File: src/rtl/constants_pkg.sv
// Shared constants and types for the pipeline register controller.
package constants_pkg;

    localparam int unsigned NUM_STAGES_DEF = 5;
    localparam int unsigned DATA_W_DEF     = 32;
    localparam int unsigned CNT_W_DEF      = 32;

    localparam int unsigned STG_DEC = 0;
    localparam int unsigned STG_RR  = 1;
    localparam int unsigned STG_EX  = 2;
    localparam int unsigned STG_MEM = 3;
    localparam int unsigned STG_WB  = 4;

    typedef enum logic [1:0] {
        SelLoad,
        SelBubble,
        SelHold,
        SelKill
    } slot_sel_e;

endpackage

File: src/rtl/pipe_reg_slot.sv
// One pipeline register with a valid bit; kill and bubble clear only the valid bit.
module pipe_reg_slot
    import constants_pkg::*;
#(
    parameter int unsigned DATA_W = DATA_W_DEF
) (
    input  logic              clk,
    input  logic              rst,
    input  slot_sel_e         sel,
    input  logic [DATA_W-1:0] load_data,
    input  logic              load_valid,
    output logic [DATA_W-1:0] data_q,
    output logic              valid_q
);

    logic [DATA_W-1:0] data_d;
    logic              valid_d;

    always_comb begin
        data_d  = data_q;
        valid_d = valid_q;
        unique case (sel)
            SelLoad: begin
                data_d  = load_data;
                valid_d = load_valid;
            end
            SelHold:   valid_d = valid_q;
            SelBubble: valid_d = 1'b0;
            SelKill:   valid_d = 1'b0;
            default:   valid_d = 1'b0;
        endcase
    end

    always_ff @(posedge clk) begin
        if (rst) begin
            data_q  <= '0;
            valid_q <= 1'b0;
        end else begin
            data_q  <= data_d;
            valid_q <= valid_d;
        end
    end

endmodule

File: src/rtl/pipeline_regs_ctrl.sv
// Pipeline register bank with backward stall propagation, flush kill, bubble
// insertion and saturating performance counters.
module pipeline_regs_ctrl
    import constants_pkg::*;
#(
    parameter int unsigned NUM_STAGES = NUM_STAGES_DEF,
    parameter int unsigned DATA_W     = DATA_W_DEF,
    parameter int unsigned CNT_W      = CNT_W_DEF
) (
    input  logic                             clk,
    input  logic                             rst,
    input  logic                             in_valid,
    input  logic [DATA_W-1:0]                in_data,
    output logic                             in_ready,
    input  logic [(NUM_STAGES-1)*DATA_W-1:0] stage_d,
    input  logic [NUM_STAGES-1:0]            stall_req,
    input  logic [NUM_STAGES-1:0]            flush_req,
    output logic [NUM_STAGES*DATA_W-1:0]     stage_q,
    output logic [NUM_STAGES-1:0]            stage_valid,
    output logic [CNT_W-1:0]                 stall_cycles,
    output logic [CNT_W-1:0]                 bubble_cnt,
    output logic [CNT_W-1:0]                 flush_cnt
);

    logic [NUM_STAGES-1:0] hold, hold_prev, valid_prev, younger, kill;
    slot_sel_e             sel [NUM_STAGES];
    logic                  flush_any, bubble_hit;
    logic [CNT_W-1:0]      stall_cycles_q, stall_cycles_d;
    logic [CNT_W-1:0]      bubble_cnt_q, bubble_cnt_d;
    logic [CNT_W-1:0]      flush_cnt_q, flush_cnt_d;

    // younger[i]: some older stage (index > i) redirects, so reg i is always discarded
    for (genvar g = 0; g < NUM_STAGES; g++) begin : g_chain
        assign hold[g] = |stall_req[NUM_STAGES-1:g];
        if (g == NUM_STAGES - 1) begin : g_last
            assign younger[g] = 1'b0;
        end else begin : g_inner
            assign younger[g] = |flush_req[NUM_STAGES-1:g+1];
        end
    end

    assign kill       = younger | (flush_req & ~hold);
    assign hold_prev  = {hold[NUM_STAGES-2:0], 1'b0};
    assign valid_prev = {stage_valid[NUM_STAGES-2:0], 1'b0};
    assign flush_any  = |flush_req;
    assign in_ready   = ~hold[0] & ~flush_any;

    always_comb begin
        bubble_hit = 1'b0;
        for (int i = 0; i < NUM_STAGES; i++) begin
            sel[i] = SelLoad;
            if (kill[i]) begin
                sel[i] = SelKill;
            end else if (hold[i]) begin
                sel[i] = SelHold;
            end else if (hold_prev[i]) begin
                sel[i]     = SelBubble;
                bubble_hit = bubble_hit | valid_prev[i];
            end
        end
    end

    for (genvar g = 0; g < NUM_STAGES; g++) begin : g_slot
        logic [DATA_W-1:0] ld_data;
        logic              ld_valid;

        if (g == 0) begin : g_head
            assign ld_data  = in_data;
            assign ld_valid = in_valid;
        end else begin : g_body
            assign ld_data  = stage_d[(g-1)*DATA_W +: DATA_W];
            assign ld_valid = stage_valid[g-1];
        end

        pipe_reg_slot #(
            .DATA_W(DATA_W)
        ) u_slot (
            .clk       (clk),
            .rst       (rst),
            .sel       (sel[g]),
            .load_data (ld_data),
            .load_valid(ld_valid),
            .data_q    (stage_q[g*DATA_W +: DATA_W]),
            .valid_q   (stage_valid[g])
        );
    end

    // Counters saturate at all-ones
    always_comb begin
        stall_cycles_d = stall_cycles_q;
        bubble_cnt_d   = bubble_cnt_q;
        flush_cnt_d    = flush_cnt_q;
        if (hold[0] && stall_cycles_q != '1) stall_cycles_d = stall_cycles_q + CNT_W'(1);
        if (bubble_hit && bubble_cnt_q != '1) bubble_cnt_d = bubble_cnt_q + CNT_W'(1);
        if (flush_any && flush_cnt_q != '1) flush_cnt_d = flush_cnt_q + CNT_W'(1);
    end

    always_ff @(posedge clk) begin
        if (rst) begin
            stall_cycles_q <= '0;
            bubble_cnt_q   <= '0;
            flush_cnt_q    <= '0;
        end else begin
            stall_cycles_q <= stall_cycles_d;
            bubble_cnt_q   <= bubble_cnt_d;
            flush_cnt_q    <= flush_cnt_d;
        end
    end

    assign stall_cycles = stall_cycles_q;
    assign bubble_cnt   = bubble_cnt_q;
    assign flush_cnt    = flush_cnt_q;

endmodule
File: config.mk
export PLATFORM = sky130hd
export DESIGN_NAME = pipeline_regs_ctrl
export DESIGN_NICKNAME = d
export VERILOG_FILES = /design/src/rtl/constants_pkg.sv /design/src/rtl/pipe_reg_slot.sv /design/src/rtl/pipeline_regs_ctrl.sv
export SDC_FILE = /design/constraint.sdc
export NUM_CORES = 1
export LEC_CHECK = 0
export BUFFER_PORTS_ARGS = -buffer_cell sky130_fd_sc_hd__clkbuf_2
export CAP_MARGIN = 20
export CELL_PAD_IN_SITES_DETAIL_PLACEMENT = 0
export CELL_PAD_IN_SITES_GLOBAL_PLACEMENT = 2
export CORE_UTILIZATION = 31
export CTS_CLUSTER_SIZE = 24
export DETAILED_ROUTE_END_ITERATION = 6
export GPL_TIMING_DRIVEN = 0
export PLACE_DENSITY_LB_ADDON = 0.1
export RECOVER_POWER = 100
export SYNTH_ARGS = -nofsm -noshare
export SYNTH_HDL_FRONTEND = slang
export SYNTH_HIERARCHICAL = 1
export SYNTH_SLANG_ARGS = --single-unit
File: constraint.sdc
create_clock -name clk -period 5.5 [get_ports clk]
set_input_delay 1.1 -clock clk [delete_from_list [all_inputs] [get_ports clk]]
set_output_delay 1.1 -clock clk [all_outputs]
set_load 0.01 [all_outputs]
==> results summary, run 1 <==
The half-perimeter wire length after placement is 33.5 mm. The global placement routability congestion is 0.797. The total of flip-flops plus latches after synthesis is 261.

The highest clock rate is 0.234 GHz. The final number of max-transition violations came out at 0. STA classifies the critical path startpoint as an input pin. The final routed wire length divided by cell count came out at 18.7 µm. Once layout is complete, the cells apart from fillers number 2411. In the final layout, the share of cells above drive strength 1 is 14.6%.

In this run the most used layer during global routing was met2. The worst setup path is captured at a primary output. For this run, design rule violations remaining after detail routing come to 0.

In this run the clock root is driven by a sky130_fd_sc_hd__clkbuf_16. Once the clock tree was built, the setup fixing pass inserted 0 buffers. For the final routed database, the setup TNS stands at 0 ns.

The number of instances resized during post-cts repair is 0. The required time of the worst setup path came out at 4.40 ns. The floorplan step set the die height to 201 µm. The total detailed-routing wirelength is 45.0 mm. The cell total after placement is 2352.

The layout-stage area growth over the synthesis result came out at 29.1%. The number of iterations in the first detailed-routing pass is 5. For the pin with the worst max-slew slack, the measured transition is 0.853 ns. The die covers 40300 µm².

The mean instance size in the synthesized netlist came out at 8.74 µm². The count of flip-flops with a built-in enable after synthesis came out at 0. In this run the tightest slew margin relative to its limit is 43.0%. The layout has 4232 filler cells. The clock slew seen by the registers of the worst setup and hold paths is 0.06 ns. The TritonCTS clock tree is built. The leakage power figure is 5.28 nW.

The final count of hold timing violations came out at 0. The worst path meets setup with 1.23 ns of slack. The primary flip-flop cell chosen by synthesis mapping is sky130_fd_sc_hd__dfxtp_1. Setup repair after global routing left no endpoint under its margin. Entering global routing, the biggest net connects 12 pins. The vias after detailed routing came out at 12400. The power after layout is 0.00448 W.

The first global-routing pass estimated 69.1 mm of wire. In this run the biggest area consumer among cell types represents 42.7% of the synthesized area. When the netlist entered floorplanning its net count stood at 1576. The initial utilization of the core area, before any placement, comes to 31.5%. The worst-case setup slack after placement came out at 1.21 ns. For this design the ratio of total power to cell area is 283 nW/µm². The highest fanout seen on the critical path is 10.

The number of ports placed on the die boundary came out at 435. Subtracting the final worst setup slack from the clock period gives 4.27 ns. The share of synthesized flip-flops with an asynchronous set or reset came out at 0%. The run finished with clean final reports. Global routing used 6.35% of the available met3 tracks. The area of the mapped netlist came out at 12200 µm².

The sink count of the clock tree is 261. Yosys attributes the largest share of cell area to sky130_fd_sc_hd__dfxtp_1, sky130_fd_sc_hd__or3b_1, sky130_fd_sc_hd__a21oi_1. By instance count, the cell type seen most on the critical path is sky130_fd_sc_hd__clkbuf_1. The residual overflow from global routing came out at 0.

The via count of the first global-routing pass is 11600. The deepest level of the CTS H-tree came out at 2. The worst setup path is of the in -> out kind. After the first detailed-routing iteration, the DRC count stood at 492. The vias per cell came out at 5.14. The tool flagged a number of max-cap violations equal to 0.

The remaining antenna violation count is 0. Across the VDD grid, the largest voltage drop is 158 µV. The worst-case hold slack is 0.470 ns. The instance count of the mapped netlist came out at 1400. The delay contributed by the slowest stage of the critical path is 0.50 ns. The final worst clock skew is 0.00916 ns.

The portion of the clock cycle consumed by the worst path in the final layout is 77.6%. Data on the critical path arrives at its endpoint at 3.17 ns. The initial antenna violation count came out at 1.

The cell accounting for the most synthesized area is sky130_fd_sc_hd__dfxtp_1. Global routing used 21.5% of the available tracks across all layers. The total core area came out at 38800 µm². The number of different library cells used by synthesis comes to 48. The met2 layer usage reported by global route came out at 35.0%. The count of final setup violators came out at 0.

The maximum number of buffers from clock root to sink is 3. For this run, the number of Yosys warnings is 6. The chip width is 201 µm. The critical path goes through clkbuf_2 > or4_1 > clkbuf_1 > nor2_1 > clkbuf_1 > nand2_1 > inv_1 > clkbuf_1. The number of buffers added by the clock tree synthesis step is 34. The worst hold path class is reg -> reg. The routing usage on met1 came out at 27.5%. Input and output buffers added on the ports amount to 434. The slowest stage of the critical path is the sky130_fd_sc_hd__or4_1 cell. The final layout contains 2046 nets.

The number of hold-repair buffers added at the cts stage is 0. The sequential area share after synthesis is 42.7%. The later-pin clock latency in the skew report is 0.53 ns. The number of placement rows is 72.
worst paths after layout:
path,depth (start not counted),end,startpoint,slack (ns)
hold reg to reg,2,g_slot[4].u_slot/data_q[5],g_slot[4].u_slot/data_q[5],0.47
setup / recovery,8,in_ready,stall_req[2],1.23
setup reg to reg,8,bubble_cnt[1],bubble_cnt[0],2.17
hold / removal,2,g_slot[4].u_slot/data_q[5],g_slot[4].u_slot/data_q[5],0.47
cells by family (layout without fill, tap and decap cells):
group	after synthesis	count (layout)	share of synthesized area [%]
fa+ha+maj	3	3	0.307
buf+inv	148	640	6.56
other cells	0	1	0
mux	21	21	1.85
simple gates	482	482	26.4
compound gates	460	460	20.4
flops	261	261	42.7
xor+xnor	25	25	1.79
final cells by class:
class	instances	area, µm²	area share (%)
Timing Repair Buffer	434	1840	11.7
Inverter	10	37.5	0.238
Clock buffer	48	1040	6.56
Antenna cell	1	2.50	0.0158
Multi-Input combinational cell	991	6210	39.3
Sequential cell	261	5230	33.1
Clock inverter	10	125	0.792
Tap cell	518	648	4.10
Buffer	138	678	4.29
report_power, final:
part / total [W] / internal (W) / switching, W / leakage [nW]
logic: 0.000242 / 0.0000996 / 0.000142 / 2.59
clock network: 0.00232 / 0.00145 / 0.000870 / 0.581
registers: 0.00192 / 0.00191 / 0.0000115 / 2.11
total: 0.00448 / 0.00346 / 0.00102 / 5.28
state kept, by name, indices dropped and copies added (netlist names):
register	flops
g_slot.u_slot/valid_q	5
flush_cnt	32
bubble_cnt	32
g_slot.u_slot/data_q	160
stall_cycles	32
placed cells by master (no fill, tap or decap), drive strengths merged, types with 8 or more instances in the layout:
cell type,instances
nor2,58
nor3,17
o21ai,175
nand4,25
mux2i,8
and4,17
o31ai,39
and3,13
dfxtp,261
nand3,38
nor2b,15
nand2,35
or4,46
xnor2,25
clkbuf,592
nor4,20
mux2,13
or3,15
a211oi,10
or3b,162
inv,10
a21oi,213
buf,28
synth_stat cells, types with 2 or more instances:
cell type,number
sky130_fd_sc_hd__a211oi_1,10
sky130_fd_sc_hd__a21oi_1,213
sky130_fd_sc_hd__a31o_2,2
sky130_fd_sc_hd__a31oi_1,5
sky130_fd_sc_hd__and2_1,6
sky130_fd_sc_hd__and3_1,12
sky130_fd_sc_hd__and4_1,17
sky130_fd_sc_hd__buf_1,2
sky130_fd_sc_hd__buf_2,12
sky130_fd_sc_hd__buf_4,4
sky130_fd_sc_hd__buf_6,28
sky130_fd_sc_hd__clkbuf_1,86
sky130_fd_sc_hd__clkbuf_2,6
sky130_fd_sc_hd__dfxtp_1,261
sky130_fd_sc_hd__ha_1,3
sky130_fd_sc_hd__inv_1,10
sky130_fd_sc_hd__mux2_2,13
sky130_fd_sc_hd__mux2i_1,8
sky130_fd_sc_hd__nand2_1,35
sky130_fd_sc_hd__nand2b_1,5
sky130_fd_sc_hd__nand3_1,38
sky130_fd_sc_hd__nand4_1,25
sky130_fd_sc_hd__nor2_1,58
sky130_fd_sc_hd__nor2b_1,15
sky130_fd_sc_hd__nor3_1,17
sky130_fd_sc_hd__nor4_1,20
sky130_fd_sc_hd__nor4b_1,4
sky130_fd_sc_hd__o2111ai_1,3
sky130_fd_sc_hd__o211ai_1,4
sky130_fd_sc_hd__o21ai_0,125
sky130_fd_sc_hd__o21ai_1,50
sky130_fd_sc_hd__o31ai_1,39
sky130_fd_sc_hd__o41ai_1,2
sky130_fd_sc_hd__or2_2,5
sky130_fd_sc_hd__or3_1,15
sky130_fd_sc_hd__or3b_1,160
sky130_fd_sc_hd__or3b_2,2
sky130_fd_sc_hd__or4_1,46
sky130_fd_sc_hd__xnor2_1,25
critical path, delay by kind of cell:
family	cells	cell delay, ns
AND/OR/NAND/NOR	3	0.92
buffers and inverters	5	1.13
per-stage QoR:
stage	utilization, %	area, µm²
after floorplan	-	12200
after global placement	38.8	15100
after detailed placement	38.8	15100
after CTS	41.8	16200
after global routing	40.7	15800
final	40.7	15800
layer usage:
metal  wire (µm)  up-vias
li1            -     6149
met1       19800     5845
met2       21000      353
met3        3310       57
met4         944        0
met5           0        -
Power figures use the tool's default switching activity.
==> run 2: changes to the inputs <==
--- a/config.mk
+++ b/config.mk
@@ -9,7 +9,7 @@
 export CAP_MARGIN = 20
 export CELL_PAD_IN_SITES_DETAIL_PLACEMENT = 0
 export CELL_PAD_IN_SITES_GLOBAL_PLACEMENT = 2
-export CORE_UTILIZATION = 31
+export CORE_UTILIZATION = 26
 export CTS_CLUSTER_SIZE = 24
 export DETAILED_ROUTE_END_ITERATION = 6
 export GPL_TIMING_DRIVEN = 0
==> constraint.sdc (replaced) <==
create_clock -name clk -period 3.85 [get_ports clk]
set_input_delay 0.77 -clock clk [delete_from_list [all_inputs] [get_ports clk]]
set_output_delay 0.77 -clock clk [all_outputs]
set_load 0.01 [all_outputs]
==> run 2 against run 1 <==
Net effect:
- sequential cell count stayed put
- final area increased by 0.50%
- clock-buffer cell count grew 7
==> results summary, run 2 (synthesis results as in run 1) <==
Timing would allow up to 0.297 GHz. The power per unit of standard cell area is 399 nW/µm² (was 283 nW/µm²). The delay contributed by the slowest stage of the critical path is 0.51 ns (was 0.50 ns). The total die area came out at 47900 µm² (was 40300 µm²). The height of the chip is 219 µm (was 201 µm).

The critical path endpoint category is a primary output (unchanged). The number of placement rows came out at 79 (was 72). The leakage power figure is 5.26 nW (was 5.28 nW). The worst IR drop on VDD came out at 259 µV (was 158 µV). Highest-count cells in the layout ignoring fill and taps: sky130_fd_sc_hd__clkbuf_1, sky130_fd_sc_hd__dfxtp_1, sky130_fd_sc_hd__a21oi_1, sky130_fd_sc_hd__clkbuf_2, sky130_fd_sc_hd__or3b_1 (unchanged).

Unrepaired setup endpoints after global routing: false (unchanged). The final core area utilization is 34.2% (was 40.7%). The highest fanout seen on the critical path came out at 10 (unchanged).

The number of ports placed on the die boundary came out at 435 (unchanged). The final worst clock skew is 0.0115 ns (was 0.00916 ns). The half-perimeter wire length after placement came out at 35.5 mm (was 33.5 mm).

The initial antenna violation count came out at 0 (was 1). The vias per cell is 4.94 (was 5.14). The layout-stage area growth over the synthesis result came out at 29.7% (was 29.1%). The transition at the pin with the smallest max-transition slack came out at 0.918 ns (was 0.853 ns). The deepest level of the CTS H-tree came out at 2 (unchanged). The accumulated negative setup slack came out at 0 ns (unchanged). The remaining antenna violation count is 0 (unchanged).

The number of port buffers came out at 434 (unchanged). The clock period minus final worst setup slack is 3.37 ns. The TritonCTS clock tree is built (unchanged). The maximum number of buffers from clock root to sink came out at 3 (unchanged). The total core area is 46500 µm² (was 38800 µm²).

The reported net switching power is 0.00150 W (was 0.00102 W). The fraction of power consumed by combinational cells is 5.5% (was 5.4%). The required time of the worst setup path came out at 3.08 ns (was 4.40 ns). The type of element launching the critical path is an input pin (unchanged). The slowest cell on the critical path is sky130_fd_sc_hd__or4_1 (unchanged). The tightest slew margin relative to the limit came out at 38.7% (was 43.0%).

The switching share of total power came to 23.7% (was 22.8%). The number of iterations in the first detailed-routing pass is 5 (unchanged). The via count of the first global-routing pass came out at 12100 (was 11600). The worst path uses 87.5% of the clock period. The sink count of the clock tree is 261 (unchanged). The starting utilization of the core area came out at 26.3% (was 31.5%). The detailed-route DRC error count came out at 0 (unchanged).

The layout net count came to 2048 (was 2046). The number of buffers added by the clock tree synthesis step is 36 (was 34). The count of final setup violators is 0 (unchanged). The flip-flop count of the largest register after layout came out at 160 (unchanged). Result of the run: finished clean (unchanged). The number of hold-repair buffers added at the cts stage is 0 (unchanged). The clock slew seen by the registers of the worst setup and hold paths is 0.05 ns (was 0.06 ns).

The buffers plus inverters on the worst setup path came to 5 (unchanged). The met3 track demand over resource came out at 5.42% (was 6.35%). The worst hold path class was reg -> reg (unchanged). The total detailed-routing wirelength came out at 47.4 mm (was 45.0 mm). The clock share of power came out at 51.2% (was 51.8%). Worst-path cell chain: clkbuf_2 > or4_1 > clkbuf_1 > nor2_1 > clkbuf_2 > nand2_1 > inv_1 > clkbuf_1 (was clkbuf_2 > or4_1 > clkbuf_1 > nor2_1 > clkbuf_1 > nand2_1 > inv_1 > clkbuf_1). The family with the most delay on the worst path is buffers and inverters (unchanged). The chip width is 219 µm (was 201 µm). The final count of hold timing violations came out at 0 (unchanged). The register with the most flip-flops is g_slot.u_slot/data_q (unchanged).

The total routing usage reported by global routing came out at 19.1% (was 21.5%). The met2 layer usage reported by global route was 30.9% (was 35.0%). The later-pin clock latency in the skew report came out at 0.53 ns (about the same). The internal power consumption came out at 0.00483 W (was 0.00346 W). The violation count after the first detailed-route iteration is 504 (was 492).

The vias after detailed routing came to 12400 (about the same). The final routed wire length divided by cell count came out at 18.9 µm (was 18.7 µm). The first-pass GRT wire length came out at 71.9 mm (was 69.1 mm).

The root buffer cell is sky130_fd_sc_hd__clkbuf_16 (unchanged). The fraction of layout instances using a drive strength above 1 is 14.6% (about the same). The busiest layer in global routing is met2 (unchanged).

The class of the most critical setup path is in -> out (unchanged). The final number of max-transition violations is 0 (unchanged). The most frequent standard cell in the layout excluding fill and tap cells is sky130_fd_sc_hd__clkbuf_1 (unchanged). The residual overflow from global routing came out at 0 (unchanged). The part of the power in registers came out at 43.3% (was 42.9%).

The data arrival time of the critical path is 2.60 ns (was 3.17 ns). The global placement routability congestion is 0.801 (was 0.797). The pin count of the biggest net entering global routing is 11 (was 12). The routing usage on met1 is 24.4% (was 27.5%).

The number of violations of the max-capacitance limit came to 0 (unchanged).
-- run 2: changes by cell type in the layout (fill, tap and decap cells not counted), sizes merged --
cell,delta
clkbuf,+7
bufinv,-2
clkinv,-2
clkinvlp,+1
-- run 2: routing by layer --
metal  up-vias  routed length [µm]
met1      5799               20900
met5         -                   0
met4         0                1070
li1       6172                   -
met2       326               22000
met3        62                3480
-- run 2: power by group through the flow --
| stage | logic, W | registers (W) | clock network, W |
|---|---|---|---|
| floorplan | 0.000169 | 0.00281 | 0 |
| global placement | 0.000369 | 0.00280 | 0 |
| detailed placement | 0.000368 | 0.00280 | 0 |
| CTS | 0.000370 | 0.00274 | 0.00337 |
| global route | 0.000387 | 0.00274 | 0.00346 |
| finish | 0.000347 | 0.00274 | 0.00324 |
-- run 2: metrics by stage --
| step | power (W) | area (µm²) | cells | hold WS (ns) | worst slack, ns |
|---|---|---|---|---|---|
| final | 0.00633 | 15900 | 2504 | 0.473 | 0.483 |
| after detailed placement | 0.00317 | 15200 | 2441 | 0.466 | 0.164 |
| after CTS | 0.00648 | 16300 | 2503 | 0.473 | 0.142 |
| after global routing | 0.00659 | 15900 | 2503 | 0.489 | 0.229 |
| after global placement | 0.00317 | 15200 | 2441 | 0.459 | 0.149 |
| after floorplan | 0.00298 | 12200 | 1400 | 0.498 | 0.954 |
-- run 2: cell type report --
cell class | count | area, µm²
Fill cell | 5167 | 30600
Multi-Input combinational cell | 991 | 6210
Sequential cell | 261 | 5230
Timing Repair Buffer | 434 | 1840
Clock buffer | 55 | 1060
Tap cell | 607 | 759
Buffer | 138 | 681
Clock inverter | 7 | 62.6
Inverter | 10 | 37.5
Antenna cell | 1 | 2.50
-- run 2: final timing paths --
kind                                from                           to  slack, ns  cells past startpoint
max reg2reg             stall_cycles[11]             stall_cycles[14]       0.61                      8
min reg2reg  g_slot[2].u_slot/data_q[23]  g_slot[2].u_slot/data_q[23]       0.47                      2
max                         stall_req[1]                     in_ready       0.48                      8
min          g_slot[2].u_slot/data_q[23]  g_slot[2].u_slot/data_q[23]       0.47                      2
-- run 2: repair_timing --
item / in CTS / in global routing
gates resized for setup: 0 / 2
setup endpoints to repair: 0 / 1
buffers inserted: 0 / 0
-- run 2: worst min-delay path: stages (launching register included) --
cell                      delay [ns]
sky130_fd_sc_hd__dfxtp_1        0.30
sky130_fd_sc_hd__o21ai_0        0.06
sky130_fd_sc_hd__a21oi_1        0.06
==> run 3: changes to the inputs <==
--- a/config.mk
+++ b/config.mk
@@ -14,7 +14,6 @@
 export DETAILED_ROUTE_END_ITERATION = 6
 export GPL_TIMING_DRIVEN = 0
 export PLACE_DENSITY_LB_ADDON = 0.1
-export RECOVER_POWER = 100
 export SYNTH_ARGS = -nofsm -noshare
 export SYNTH_HDL_FRONTEND = slang
 export SYNTH_HIERARCHICAL = 1
==> run 3 against run 2 <==
Net effect:
- sequential share of layout area fell by 0.85 points
- critical path depth did not move
- first-iteration DRC count fell by 14%
- routed wire length fell by 0.27%
- power rose by 0.25%
- hold slack barely moved
- die area did not move
- clock skew barely moved
- global-route usage did not move
- maximum frequency rose by 0.62%
- largest cell class unchanged
- highest routed layer unchanged
==> results summary, run 3 (synthesis results as in run 1) <==
Result of the run: finished clean (unchanged). The number of violations of the max-capacitance limit came out at 0 (unchanged). The clock period minus final worst setup slack is 3.35 ns (was 3.37 ns). The half-perimeter wire length after placement is 35.5 mm (unchanged).

The most frequent standard cell in the layout excluding fill and tap cells is sky130_fd_sc_hd__clkbuf_2 (was sky130_fd_sc_hd__clkbuf_1). The root buffer cell was sky130_fd_sc_hd__clkbuf_16 (unchanged). The vias after detailed routing is 12300 (was 12400). The remaining antenna violation count is 0 (unchanged). The final instance area is 16300 µm² (was 15900 µm²).

Highest-count cells in the layout ignoring fill and taps: sky130_fd_sc_hd__clkbuf_2, sky130_fd_sc_hd__dfxtp_1, sky130_fd_sc_hd__a21oi_1, sky130_fd_sc_hd__or3b_1, sky130_fd_sc_hd__o21ai_0 (was sky130_fd_sc_hd__clkbuf_1, sky130_fd_sc_hd__dfxtp_1, sky130_fd_sc_hd__a21oi_1, sky130_fd_sc_hd__clkbuf_2, sky130_fd_sc_hd__or3b_1). The transition at the pin with the smallest max-transition slack is 0.918 ns (about the same). The violation count after the first detailed-route iteration came out at 431 (was 504). The setup slack on the worst flop-to-flop path is 0.63 ns (was 0.61 ns).

The final number of max-transition violations came out at 0 (unchanged). The total area of multi-input combinational cells was 6210 µm² (about the same). The count of cells along the worst register-to-register path came out at 8 (unchanged). The number of iterations in the first detailed-routing pass came out at 5 (unchanged). The sequential cell area came out at 5230 µm² (unchanged). In this design, the critical path's most frequently occurring cell is sky130_fd_sc_hd__clkbuf_2. The required time of the worst setup path came out at 3.08 ns (about the same).

The setup fix buffers added after clock tree synthesis is 0 (unchanged). The initial antenna violation count came out at 0 (unchanged). The final worst clock skew is 0.0113 ns (was 0.0115 ns). The total routing usage reported by global routing was 19.1% (unchanged). The later-pin clock latency in the skew report came out at 0.53 ns (about the same). The delay contributed by the slowest stage of the critical path came out at 0.51 ns (about the same). The capture point of the worst path is in_ready (unchanged). The maximum number of buffers from clock root to sink came to 3 (unchanged). The portion of the clock cycle consumed by the worst path in the final layout came out at 86.9% (was 87.5%). The layout net count was 2048 (unchanged). The power after layout came out at 0.00635 W (was 0.00633 W). The layout-stage area growth over the synthesis result is 33.2% (was 29.7%). The fraction of layout instances using a drive strength above 1 is 29.5% (was 14.6%). The clock slew seen by the registers of the worst setup and hold paths came to 0.06 ns (was 0.05 ns). The starting utilization of the core area is 26.3% (unchanged).

The data arrival time of the critical path came out at 2.58 ns (was 2.60 ns). The first-pass GRT wire length came out at 71.9 mm (unchanged). The flip-flop count of the largest register after layout is 160 (unchanged). Worst-path cell chain: clkbuf_2 > or4_1 > clkbuf_1 > nor2_1 > clkbuf_2 > nand2_1 > inv_1 > clkbuf_2 (was clkbuf_2 > or4_1 > clkbuf_1 > nor2_1 > clkbuf_2 > nand2_1 > inv_1 > clkbuf_1). The number of ports placed on the die boundary came to 435 (unchanged).

The end of the worst register-to-register path is bubble_cnt[4] (was stall_cycles[14]). The final count of hold timing violations is 0 (unchanged). The number of hold-repair buffers added at the cts stage came to 0 (unchanged). The origin of the worst setup path was stall_req[1] (unchanged). The critical path endpoint category is a primary output (unchanged). The tightest slew margin relative to the limit came out at 38.8% (was 38.7%). The power per unit of standard cell area is 389 nW/µm² (was 399 nW/µm²).

The height of the chip came out at 219 µm (unchanged). The highest fanout seen on the critical path came out at 10 (unchanged). The accumulated negative setup slack is 0 ns (unchanged). The via count of the first global-routing pass came out at 12100 (unchanged). The final routed wire length divided by cell count was 18.9 µm (about the same).

The detailed-route DRC error count is 0 (unchanged). The worst reg2reg path startpoint is bubble_cnt[0] (was stall_cycles[11]). The total die area came out at 47900 µm² (unchanged). The TritonCTS clock tree is built (unchanged). The class of the most critical setup path is in -> out (unchanged).

The type of element launching the critical path was an input pin (unchanged). The number of buffers added by the clock tree synthesis step came out at 36 (unchanged). Unrepaired setup endpoints after global routing: false (unchanged). The deepest level of the CTS H-tree came out at 2 (unchanged). The vias per cell came out at 4.92 (was 4.94). The cell area after placement is 15200 µm² (unchanged). The number of fill cells came out at 5067 (was 5167). The pin count of the biggest net entering global routing is 11 (unchanged).

The residual overflow from global routing came out at 0 (unchanged). The highest clock rate is 0.299 GHz (was 0.297 GHz). The register with the most flip-flops is g_slot.u_slot/data_q (unchanged).

The total detailed-routing wirelength came out at 47.3 mm (was 47.4 mm). The leakage power figure is 6.23 nW (was 5.26 nW). The number of port buffers is 434 (unchanged). The worst IR drop on VDD came to 260 µV (was 259 µV).

The sink count of the clock tree came out at 261 (unchanged). The global placement routability congestion came out at 0.801 (unchanged). The total core area was 46500 µm² (unchanged).

The count of final setup violators came out at 0 (unchanged). The number of placement rows came out at 79 (unchanged). The slowest cell on the critical path is sky130_fd_sc_hd__or4_1 (unchanged). The chip width came out at 219 µm (unchanged). The worst hold path class is reg -> reg (unchanged).
[run 3: cell count changes in the layout (fill, tap and decap cells not counted), moves of 6 or more]
cell and change:
sky130_fd_sc_hd__clkbuf_1 -282, sky130_fd_sc_hd__clkbuf_2 +266, sky130_fd_sc_hd__buf_6 +10, sky130_fd_sc_hd__o21ai_0 -30, sky130_fd_sc_hd__o21ai_1 +30, sky130_fd_sc_hd__buf_2 +6
[run 3: final cells by class]
| class | instances | area share [%] |
|---|---|---|
| Multi-Input combinational cell | 991 | 38.1 |
| Clock inverter | 7 | 0.384 |
| Buffer | 138 | 4.71 |
| Sequential cell | 261 | 32.1 |
| Tap cell | 607 | 4.66 |
| Clock buffer | 55 | 6.52 |
| Antenna cell | 1 | 0.0154 |
| Inverter | 10 | 0.230 |
| Timing Repair Buffer | 434 | 13.3 |
[run 3: stage by stage]
stage / instances / setup slack [ns] / util (%) / hold WS (ns)
2_1_floorplan: 1400 / 0.954 / - / 0.498
6_report: 2504 / 0.504 / 35.1 / 0.473
5_1_grt: 2503 / 0.250 / 35.1 / 0.489
3_5_place_dp: 2441 / 0.164 / 32.7 / 0.466
3_3_place_gp: 2441 / 0.149 / 32.7 / 0.459
4_1_cts: 2503 / 0.142 / 35.1 / 0.473
[run 3: worst min path at each step]
stage / from / endpoint / slack, ns / cells after the start
finish: g_slot[1].u_slot/data_q[23] / g_slot[1].u_slot/data_q[23] / 0.47 / 2
global route: g_slot[3].u_slot/data_q[3] / g_slot[3].u_slot/data_q[3] / 0.49 / 2
CTS: g_slot[3].u_slot/data_q[23] / g_slot[3].u_slot/data_q[23] / 0.47 / 2
detailed placement: g_slot[3].u_slot/data_q[23] / g_slot[3].u_slot/data_q[23] / 0.47 / 2
global placement: g_slot[0].u_slot/data_q[5] / g_slot[0].u_slot/data_q[5] / 0.46 / 2
floorplan: g_slot[0].u_slot/data_q[12] / g_slot[0].u_slot/data_q[12] / 0.50 / 2
[run 3: where the power goes]
| group | internal (W) | switching [W] |
|---|---|---|
| combinational | 0.000155 | 0.000206 |
| sequential | 0.00273 | 0.0000176 |
| clock | 0.00196 | 0.00128 |
[run 3: critical path: cells and delay by family]
family | cells | cell delay [ns]
and+or+nand+nor | 3 | 0.91
buffers and inverters | 5 | 0.88
[run 3: per-layer routing]
| layer | track usage, % | vias up | part of all wire, % |
|---|---|---|---|
| met4 | 5.90 | 0 | 2.3 |
| met1 | 24.4 | 5759 | 44 |
| met2 | 30.9 | 319 | 46 |
| li1 | - | 6168 | - |
| met3 | 5.42 | 62 | 7.4 |
| met5 | 0 | - | 0 |
[run 3: timing repair]
action / in CTS / in global routing
endpoints found under the setup margin: 0 / 1
hold endpoints to repair: 0 / 0
resized for setup: 0 / 2
